--- src/rtl/ctrl_pkg.sv ---
// Shared opcode/ALU-op encodings, control word layout and FSM states for the
// registered control unit.
package ctrl_pkg;

  localparam int OPC_W = 6;
  localparam int ALU_W = 6;

  localparam logic [OPC_W-1:0] OP_ADD   = 6'h00;
  localparam logic [OPC_W-1:0] OP_ADDI  = 6'h01;
  localparam logic [OPC_W-1:0] OP_SUB   = 6'h02;
  localparam logic [OPC_W-1:0] OP_SUBI  = 6'h03;
  localparam logic [OPC_W-1:0] OP_MUL   = 6'h04;
  localparam logic [OPC_W-1:0] OP_MULI  = 6'h05;
  localparam logic [OPC_W-1:0] OP_DIV   = 6'h06;
  localparam logic [OPC_W-1:0] OP_DIVI  = 6'h07;
  localparam logic [OPC_W-1:0] OP_AND   = 6'h08;
  localparam logic [OPC_W-1:0] OP_ANDI  = 6'h09;
  localparam logic [OPC_W-1:0] OP_OR    = 6'h0A;
  localparam logic [OPC_W-1:0] OP_ORI   = 6'h0B;
  localparam logic [OPC_W-1:0] OP_XOR   = 6'h0C;
  localparam logic [OPC_W-1:0] OP_XORI  = 6'h0D;
  localparam logic [OPC_W-1:0] OP_NOT   = 6'h0E;
  localparam logic [OPC_W-1:0] OP_SLL   = 6'h0F;
  localparam logic [OPC_W-1:0] OP_SRL   = 6'h10;
  localparam logic [OPC_W-1:0] OP_J     = 6'h11;
  localparam logic [OPC_W-1:0] OP_JAL   = 6'h12;
  localparam logic [OPC_W-1:0] OP_JR    = 6'h13;
  localparam logic [OPC_W-1:0] OP_BEQ   = 6'h14;
  localparam logic [OPC_W-1:0] OP_BNE   = 6'h15;
  localparam logic [OPC_W-1:0] OP_BLT   = 6'h16;
  localparam logic [OPC_W-1:0] OP_BGT   = 6'h17;
  localparam logic [OPC_W-1:0] OP_BLTZ  = 6'h18;
  localparam logic [OPC_W-1:0] OP_BGTZ  = 6'h19;
  localparam logic [OPC_W-1:0] OP_SLT   = 6'h1A;
  localparam logic [OPC_W-1:0] OP_SLET  = 6'h1B;
  localparam logic [OPC_W-1:0] OP_SGT   = 6'h1C;
  localparam logic [OPC_W-1:0] OP_SGE   = 6'h1D;
  localparam logic [OPC_W-1:0] OP_LI    = 6'h1E;
  localparam logic [OPC_W-1:0] OP_LW    = 6'h1F;
  localparam logic [OPC_W-1:0] OP_SW    = 6'h20;
  localparam logic [OPC_W-1:0] OP_PRINT = 6'h21;
  localparam logic [OPC_W-1:0] OP_HALT  = 6'h3F;

  localparam logic [ALU_W-1:0] ALU_ADD  = 6'h00;
  localparam logic [ALU_W-1:0] ALU_SUB  = 6'h01;
  localparam logic [ALU_W-1:0] ALU_MUL  = 6'h02;
  localparam logic [ALU_W-1:0] ALU_DIV  = 6'h03;
  localparam logic [ALU_W-1:0] ALU_AND  = 6'h05;
  localparam logic [ALU_W-1:0] ALU_OR   = 6'h06;
  localparam logic [ALU_W-1:0] ALU_XOR  = 6'h07;
  localparam logic [ALU_W-1:0] ALU_NOT  = 6'h08;
  localparam logic [ALU_W-1:0] ALU_SLT  = 6'h09;
  localparam logic [ALU_W-1:0] ALU_SLET = 6'h0A;
  localparam logic [ALU_W-1:0] ALU_SGT  = 6'h0B;
  localparam logic [ALU_W-1:0] ALU_SGE  = 6'h0C;
  localparam logic [ALU_W-1:0] ALU_BEQ  = 6'h0D;
  localparam logic [ALU_W-1:0] ALU_BNE  = 6'h0E;
  localparam logic [ALU_W-1:0] ALU_BLTZ = 6'h0F;
  localparam logic [ALU_W-1:0] ALU_BGTZ = 6'h11;
  localparam logic [ALU_W-1:0] ALU_SRL  = 6'h13;
  localparam logic [ALU_W-1:0] ALU_SLL  = 6'h14;

  typedef struct packed {
    logic [ALU_W-1:0] alu_op;
    logic             reg_dst;
    logic             branch_and;
    logic             jump_reg;
    logic             jump;
    logic             jal;
    logic             mem_read;
    logic             mem_to_reg;
    logic             mem_write;
    logic             immediate;
    logic             reg_write;
    logic             print;
    logic             illegal;
  } ctrl_word_t;

  typedef enum logic [1:0] {S_RUN, S_BUSY, S_HALT} state_e;

  function automatic logic is_muldiv(input logic [OPC_W-1:0] op);
    return (op == OP_MUL) || (op == OP_MULI) || (op == OP_DIV) || (op == OP_DIVI);
  endfunction

endpackage

--- src/rtl/ctrl_decode_lut.sv ---
// Pure combinational opcode -> control word lookup; undefined opcodes yield
// an all-zero word with only the illegal bit set.
module ctrl_decode_lut
  import ctrl_pkg::*;
(
  input  logic [OPC_W-1:0] opcode,
  output ctrl_word_t       word
);

  always_comb begin
    word = '0;
    unique case (opcode)
      OP_ADD, OP_SUB, OP_MUL, OP_DIV, OP_AND, OP_OR, OP_XOR, OP_SLL, OP_SRL,
      OP_SLT, OP_SLET, OP_SGT, OP_SGE:
        word.reg_write = 1'b1;
      OP_ADDI, OP_SUBI, OP_MULI, OP_DIVI, OP_ANDI, OP_ORI, OP_XORI, OP_LI: begin
        word.reg_dst   = 1'b1;
        word.immediate = 1'b1;
        word.reg_write = 1'b1;
      end
      OP_NOT: begin
        word.reg_dst   = 1'b1;
        word.reg_write = 1'b1;
      end
      OP_BEQ, OP_BNE, OP_BLT, OP_BGT, OP_BLTZ, OP_BGTZ:
        word.branch_and = 1'b1;
      OP_J:   word.jump = 1'b1;
      OP_JAL: begin
        word.jump = 1'b1;
        word.jal  = 1'b1;
      end
      OP_JR:  word.jump_reg = 1'b1;
      OP_LW: begin
        word.reg_dst    = 1'b1;
        word.immediate  = 1'b1;
        word.mem_read   = 1'b1;
        word.mem_to_reg = 1'b1;
        word.reg_write  = 1'b1;
      end
      OP_SW: begin
        word.reg_dst   = 1'b1;
        word.immediate = 1'b1;
        word.mem_write = 1'b1;
      end
      OP_PRINT: word.print = 1'b1;
      OP_HALT:  word.illegal = 1'b0;
      default:  word.illegal = 1'b1;
    endcase

    // Immediate forms other than the ones named keep ALU op 00.
    unique case (opcode)
      OP_SUB:            word.alu_op = ALU_SUB;
      OP_MUL:            word.alu_op = ALU_MUL;
      OP_DIV:            word.alu_op = ALU_DIV;
      OP_AND:            word.alu_op = ALU_AND;
      OP_OR:             word.alu_op = ALU_OR;
      OP_XOR:            word.alu_op = ALU_XOR;
      OP_NOT:            word.alu_op = ALU_NOT;
      OP_SLT, OP_BLT:    word.alu_op = ALU_SLT;
      OP_SLET:           word.alu_op = ALU_SLET;
      OP_SGT, OP_BGT:    word.alu_op = ALU_SGT;
      OP_SGE:            word.alu_op = ALU_SGE;
      OP_BEQ:            word.alu_op = ALU_BEQ;
      OP_BNE:            word.alu_op = ALU_BNE;
      OP_BLTZ:           word.alu_op = ALU_BLTZ;
      OP_BGTZ:           word.alu_op = ALU_BGTZ;
      OP_SRL:            word.alu_op = ALU_SRL;
      OP_SLL:            word.alu_op = ALU_SLL;
      default:           word.alu_op = ALU_ADD;
    endcase
  end

endmodule

--- src/rtl/ctrl_unit_seq.sv ---
// Registered, handshaked control unit between fetch and execute: one opcode per
// accept, multi-cycle stall for MUL/DIV, sticky HALT, flush kills pending work.
module ctrl_unit_seq
  import ctrl_pkg::*;
#(
  parameter int OPCODE_W      = 6,
  parameter int ALUOP_W       = 6,
  parameter int MULDIV_CYCLES = 4
) (
  input  logic                clk,
  input  logic                rst_n,
  input  logic                in_valid,
  output logic                in_ready,
  input  logic [OPCODE_W-1:0] opcode,
  input  logic                flush,
  output logic                out_valid,
  input  logic                out_ready,
  output logic [ALUOP_W-1:0]  alu_op,
  output logic                reg_dst,
  output logic                branch_and,
  output logic                jump_reg,
  output logic                jump,
  output logic                jal,
  output logic                mem_read,
  output logic                mem_to_reg,
  output logic                mem_write,
  output logic                immediate,
  output logic                reg_write,
  output logic                print,
  output logic                illegal,
  output logic                halted
);

  localparam int CNT_W = $clog2(MULDIV_CYCLES + 1);

  state_e           state_q, state_d;
  logic [CNT_W-1:0] cnt_q, cnt_d;
  logic             out_valid_q, out_valid_d;
  ctrl_word_t       word_q, word_d;
  ctrl_word_t       dec_word;
  ctrl_word_t       out_word;
  logic             accept;

  ctrl_decode_lut u_lut (
    .opcode (opcode),
    .word   (dec_word)
  );

  assign in_ready = rst_n & (state_q == S_RUN) & (!out_valid_q | out_ready) & !flush;
  assign accept   = in_valid & in_ready;

  always_comb begin
    state_d     = state_q;
    cnt_d       = cnt_q;
    out_valid_d = out_valid_q;
    word_d      = word_q;
    unique case (state_q)
      S_RUN: begin
        if (flush) begin
          out_valid_d = 1'b0;
        end else begin
          if (out_valid_q && out_ready) out_valid_d = 1'b0;
          if (accept) begin
            if (opcode == OP_HALT) begin
              state_d = S_HALT;
            end else begin
              // The word register is free here: any previous word was consumed this cycle.
              word_d = dec_word;
              if (MULDIV_CYCLES > 1 && is_muldiv(opcode)) begin
                state_d = S_BUSY;
                cnt_d   = CNT_W'(MULDIV_CYCLES - 1);
              end else begin
                out_valid_d = 1'b1;
              end
            end
          end
        end
      end
      S_BUSY: begin
        if (flush) begin
          state_d     = S_RUN;
          cnt_d       = '0;
          out_valid_d = 1'b0;
        end else if (cnt_q == '0) begin
          state_d     = S_RUN;
          out_valid_d = 1'b1;
        end else begin
          cnt_d = cnt_q - CNT_W'(1);
        end
      end
      S_HALT: out_valid_d = 1'b0;
      default: state_d = S_RUN;
    endcase
  end

  always_ff @(posedge clk or negedge rst_n) begin
    if (!rst_n) begin
      state_q     <= S_RUN;
      cnt_q       <= '0;
      out_valid_q <= 1'b0;
    end else begin
      state_q     <= state_d;
      cnt_q       <= cnt_d;
      out_valid_q <= out_valid_d;
    end
  end

  // Data register carries no reset; the output gate below hides it until valid.
  always_ff @(posedge clk) begin
    word_q <= word_d;
  end

  assign out_word   = out_valid_q ? word_q : '0;
  assign out_valid  = out_valid_q;
  assign alu_op     = ALUOP_W'(out_word.alu_op);
  assign reg_dst    = out_word.reg_dst;
  assign branch_and = out_word.branch_and;
  assign jump_reg   = out_word.jump_reg;
  assign jump       = out_word.jump;
  assign jal        = out_word.jal;
  assign mem_read   = out_word.mem_read;
  assign mem_to_reg = out_word.mem_to_reg;
  assign mem_write  = out_word.mem_write;
  assign immediate  = out_word.immediate;
  assign reg_write  = out_word.reg_write;
  assign print      = out_word.print;
  assign illegal    = out_word.illegal;
  assign halted     = (state_q == S_HALT);

endmodule

--- config.mk ---
export PLATFORM = sky130hd
export DESIGN_NAME = ctrl_unit_seq
export DESIGN_NICKNAME = d
export VERILOG_FILES = /design/src/rtl/ctrl_pkg.sv /design/src/rtl/ctrl_decode_lut.sv /design/src/rtl/ctrl_unit_seq.sv
export SDC_FILE = /design/constraint.sdc
export NUM_CORES = 1
export LEC_CHECK = 0
export ABC_AREA = 1
export CAP_MARGIN = 20
export CORE_MARGIN = 3
export CORE_UTILIZATION = 54
export DETAILED_ROUTE_END_ITERATION = 10
export PLACE_DENSITY = 0.88
export SKIP_CTS_REPAIR_TIMING = 1
export SYNTH_ARGS = -nofsm -noshare
export SYNTH_HDL_FRONTEND = slang
export SYNTH_HIERARCHICAL = 1
export SYNTH_SLANG_ARGS = --single-unit
--- constraint.sdc ---
create_clock -name clk -period 2.15 [get_ports clk]
set_input_delay 0.43 -clock clk [delete_from_list [all_inputs] [get_ports clk]]
set_output_delay 0.43 -clock clk [all_outputs]
set_load 0.005 [all_outputs]
==> flow_metrics.env <==
export IMPL_status="finished, final reports clean"
export IMPL_io_pins=32
export IMPL_cts_tree="built"
export IMPL_die_area_um2=4344
export IMPL_io_buffers=31
export IMPL_rsz0062_at_grt="no"
export IMPL_crit_chain="buf_4, nand2_1, inv_1, clkdlybuf4s50_1"
export IMPL_cp_top_family="buffers and inverters"
export IMPL_grt_pass1_wl_mm=7.307
export IMPL_stdcell_area_um2=2496
export IMPL_htree_num_levels=1
export IMPL_worst_ep_arrival_time_ps=1590
export IMPL_drt_initial_drc_count=118
export IMPL_synth_cells=264
export IMPL_chipHeight_um=65.91
export IMPL_endpoint_kind="output pin"
export IMPL_fillers=253
export IMPL_leakage_nw=1.289
export IMPL_grt_overflow=0
export IMPL_netlist_area_leader_share_pct=27.89
export IMPL_report_power_total_mw=1.719
export IMPL_post_route_period_util_pct=94.00
export IMPL_drc=0
export IMPL_holdWs_ps=419.3
export IMPL_timing_hold_violations_final=0
export IMPL_power_density_nw_per_um2=688.8
export IMPL_cap_violations=0
export IMPL_slowest_stage="clkdlybuf4s50_1"
export IMPL_insertedDiodeCount=0
export IMPL_cp_required_ps=1720
export IMPL_cts_root_buffer="clkbuf_4"
export IMPL_grt_pass1_vias=1651
export IMPL_synth_simple_area_share_pct=35.83
export IMPL_cp_buffers_inverters=3
export IMPL_dr_pass1_iters=5
export IMPL_ys_ff_latch=24
export IMPL_crit_type="reg -> out"
export IMPL_place_congestion=0.9435
export IMPL_start_util_pct=57.18
export IMPL_clkLatencyLatePin_ps=310
export IMPL_rr_worst_depth=7
export IMPL_grt_busiest_layer="met2"
export IMPL_synthTopCellsByArea="edfxtp_1, nand2_1, inv_1"
export IMPL_drive_above_1_share_pct=19.30
export IMPL_clk_pin_slew_worst_paths_ps=130
export IMPL_fmax_mhz=494.8
export IMPL_num_nets_final=339
export IMPL_synth_top_family_by_area="simple AND/OR/NAND/NOR gates"
export IMPL_die_w_um=65.91
export IMPL_r2r_start="state_q[1]$_DFFE_PN0P_"
export IMPL_pre_cts_ws_ps=-56.40
export IMPL_clk_path_buf_depth=2
export IMPL_ys_flop_type="edfxtp_1"
export IMPL_yosysSeqAreaShare_pct=35.64
export IMPL_final_setup_worst_slack_ps=128.9
export IMPL_cp_num_cells=4
export IMPL_stdcell_count=362
export IMPL_finalSetupViolCount=0
export IMPL_avgSynthCellArea_um2=7.341
export IMPL_synth_mux_area_fraction_pct=0
export IMPL_core_um2=3390
export IMPL_fin_crit_ps=2021
export IMPL_placementRows=21
export IMPL_grt_max_degree=19
export IMPL_async_flop_share_pct=25.00
export IMPL_start_kind="flop"
export IMPL_route_vias_total=1877
export IMPL_track_usage_pct=21.72
export IMPL_synthAdderAreaFrac_pct=7.101
export IMPL_synthXorXnorAreaFrac_pct=0
export IMPL_place_area_um2=2447
export IMPL_ant_nets=0
export IMPL_synth_edf_count=18
export IMPL_startpoint="out_valid$_DFFE_PN0P_"
export IMPL_dp_cells=357
export IMPL_max_vdd_ir_drop_v=0.0003527
export IMPL_hp_class="in -> async"
export IMPL_synth_compound_area_share_pct=8.263
export IMPL_synth_area_leader_cell="edfxtp_1"
export IMPL_cts_buffers=3
export IMPL_critPathMaxStageDelay_ps=490
export IMPL_use_met3_pct=1.701
export IMPL_cp_max_fo=18
export IMPL_post_dp_hpwl_mm=3.511
export IMPL_viasPerCell=5.185
export IMPL_yosys_warnings=6
export IMPL_synthesis_nets=286
export IMPL_antenna_found_initial=0
export IMPL_synthDistinctLibCells=36
export IMPL_synth_area_um2=1938
export IMPL_maxSlewViolCount=0
export IMPL_fin_worst_skew_ps=17.91
export IMPL_routed_wl_mm=4.467
export IMPL_cts_sinks=24
export IMPL_area_growth_pct=28.79
export IMPL_use_met1_pct=28.36
export IMPL_met2_usage_pct=37.42
export IMPL_wl_per_cell_um=12.34
-- sequential cells by signal, summed over array words and instances (netlist names) --
name / count
word_q: 18
cnt_q: 3
out_valid: 1
state_q: 2
-- metal layers --
layer / part of all wire [%] / wire (um)
met1: 42 / 1868
met2: 51 / 2286
met3: 5.5 / 244
met4: 1.5 / 68
met5: 0 / 0
-- final timing paths --
| kind | to | slack (ps) |
|---|---|---|
| min in group clk | cnt_q[0]$_DFFE_PN0P_ | 530 |
| worst max register to register | word_q[5]$_DFFE_PP_ | 520 |
| worst min-delay path | cnt_q[0]$_DFFE_PN0P_ | 420 |
| worst min register to register | cnt_q[0]$_DFFE_PN0P_ | 530 |
| worst max-delay path | alu_op[2] | 130 |
| max in group asynchronous | state_q[1]$_DFFE_PN0P_ | 1590 |
-- cells in the final DEF, fill, tap and decap left out, types with 8 or more instances in the layout --
cell | synthesis | final
o21ai_0 | 9 | 9
inv_1 | 42 | 41
buf_4 | 2 | 23
edfxtp_1 | 18 | 18
nand2_1 | 79 | 79
ha_1 | 11 | 10
nor2_1 | 17 | 17
nand3_1 | 21 | 21
clkdlybuf4s50_1 | 0 | 30
inv_2 | 7 | 8
-- per-stage QoR --
| stage | util (%) | setup TNS [ps] |
|---|---|---|
| final | 73.64 | 0 |
| after global routing | 73.64 | 0 |
| after CTS | 72.98 | -198.9 |
| after detailed placement | 72.20 | -99.11 |
| after global placement | 72.20 | 0 |
| after floorplan | - | 0 |
-- final cells by class --
class | instances | area (um2) | area share [%]
Clock buffer | 4 | 26.28 | 1.053
Inverter | 50 | 187.7 | 7.519
Multi-Input combinational cell | 182 | 1008 | 40.40
Sequential cell | 24 | 690.7 | 27.67
Tap cell | 46 | 57.56 | 2.306
Timing Repair Buffer | 56 | 525.5 | 21.05
-- where the power goes --
group	leakage, nW	switching, mW	total (mW)	internal [mW]
Combinational	1.03	0.498	0.928	0.430
Sequential	0.245	0.0400	0.597	0.556
Clock	0.0150	0.123	0.195	0.0722
-- worst register-to-register path: stages, from the launching register on --
cell      delay (ps)
dfrtp_1          420
inv_1            120
ha_4             180
nand2_1           70
clkinv_1          70
nand4_4          100
nor2_2           200
buf_12           180
-- synthesized netlist by cell type, types with 2 or more instances --
master	instances
ha_1	11
dfrtp_1	6
nand2_1	79
inv_2	7
edfxtp_1	18
buf_6	3
nand4_1	2
buf_4	2
a21oi_1	5
nor2_1	17
buf_2	2
o21ai_0	9
nand3_1	21
nor2_2	6
nand3_2	6
o211ai_1	4
inv_1	42
nand2_2	4
nor2_4	3
-- logic make-up (layout without fill, tap and decap cells) --
logic type / count (synthesis) / after routing
and+or+nand+nor: 145 / 145
buffers and inverters: 58 / 110
AOI/OAI and AO/OA: 25 / 25
DFF: 24 / 24
adders and majority gates: 11 / 11
other: 1 / 1
Power figures use the tool's default switching activity.
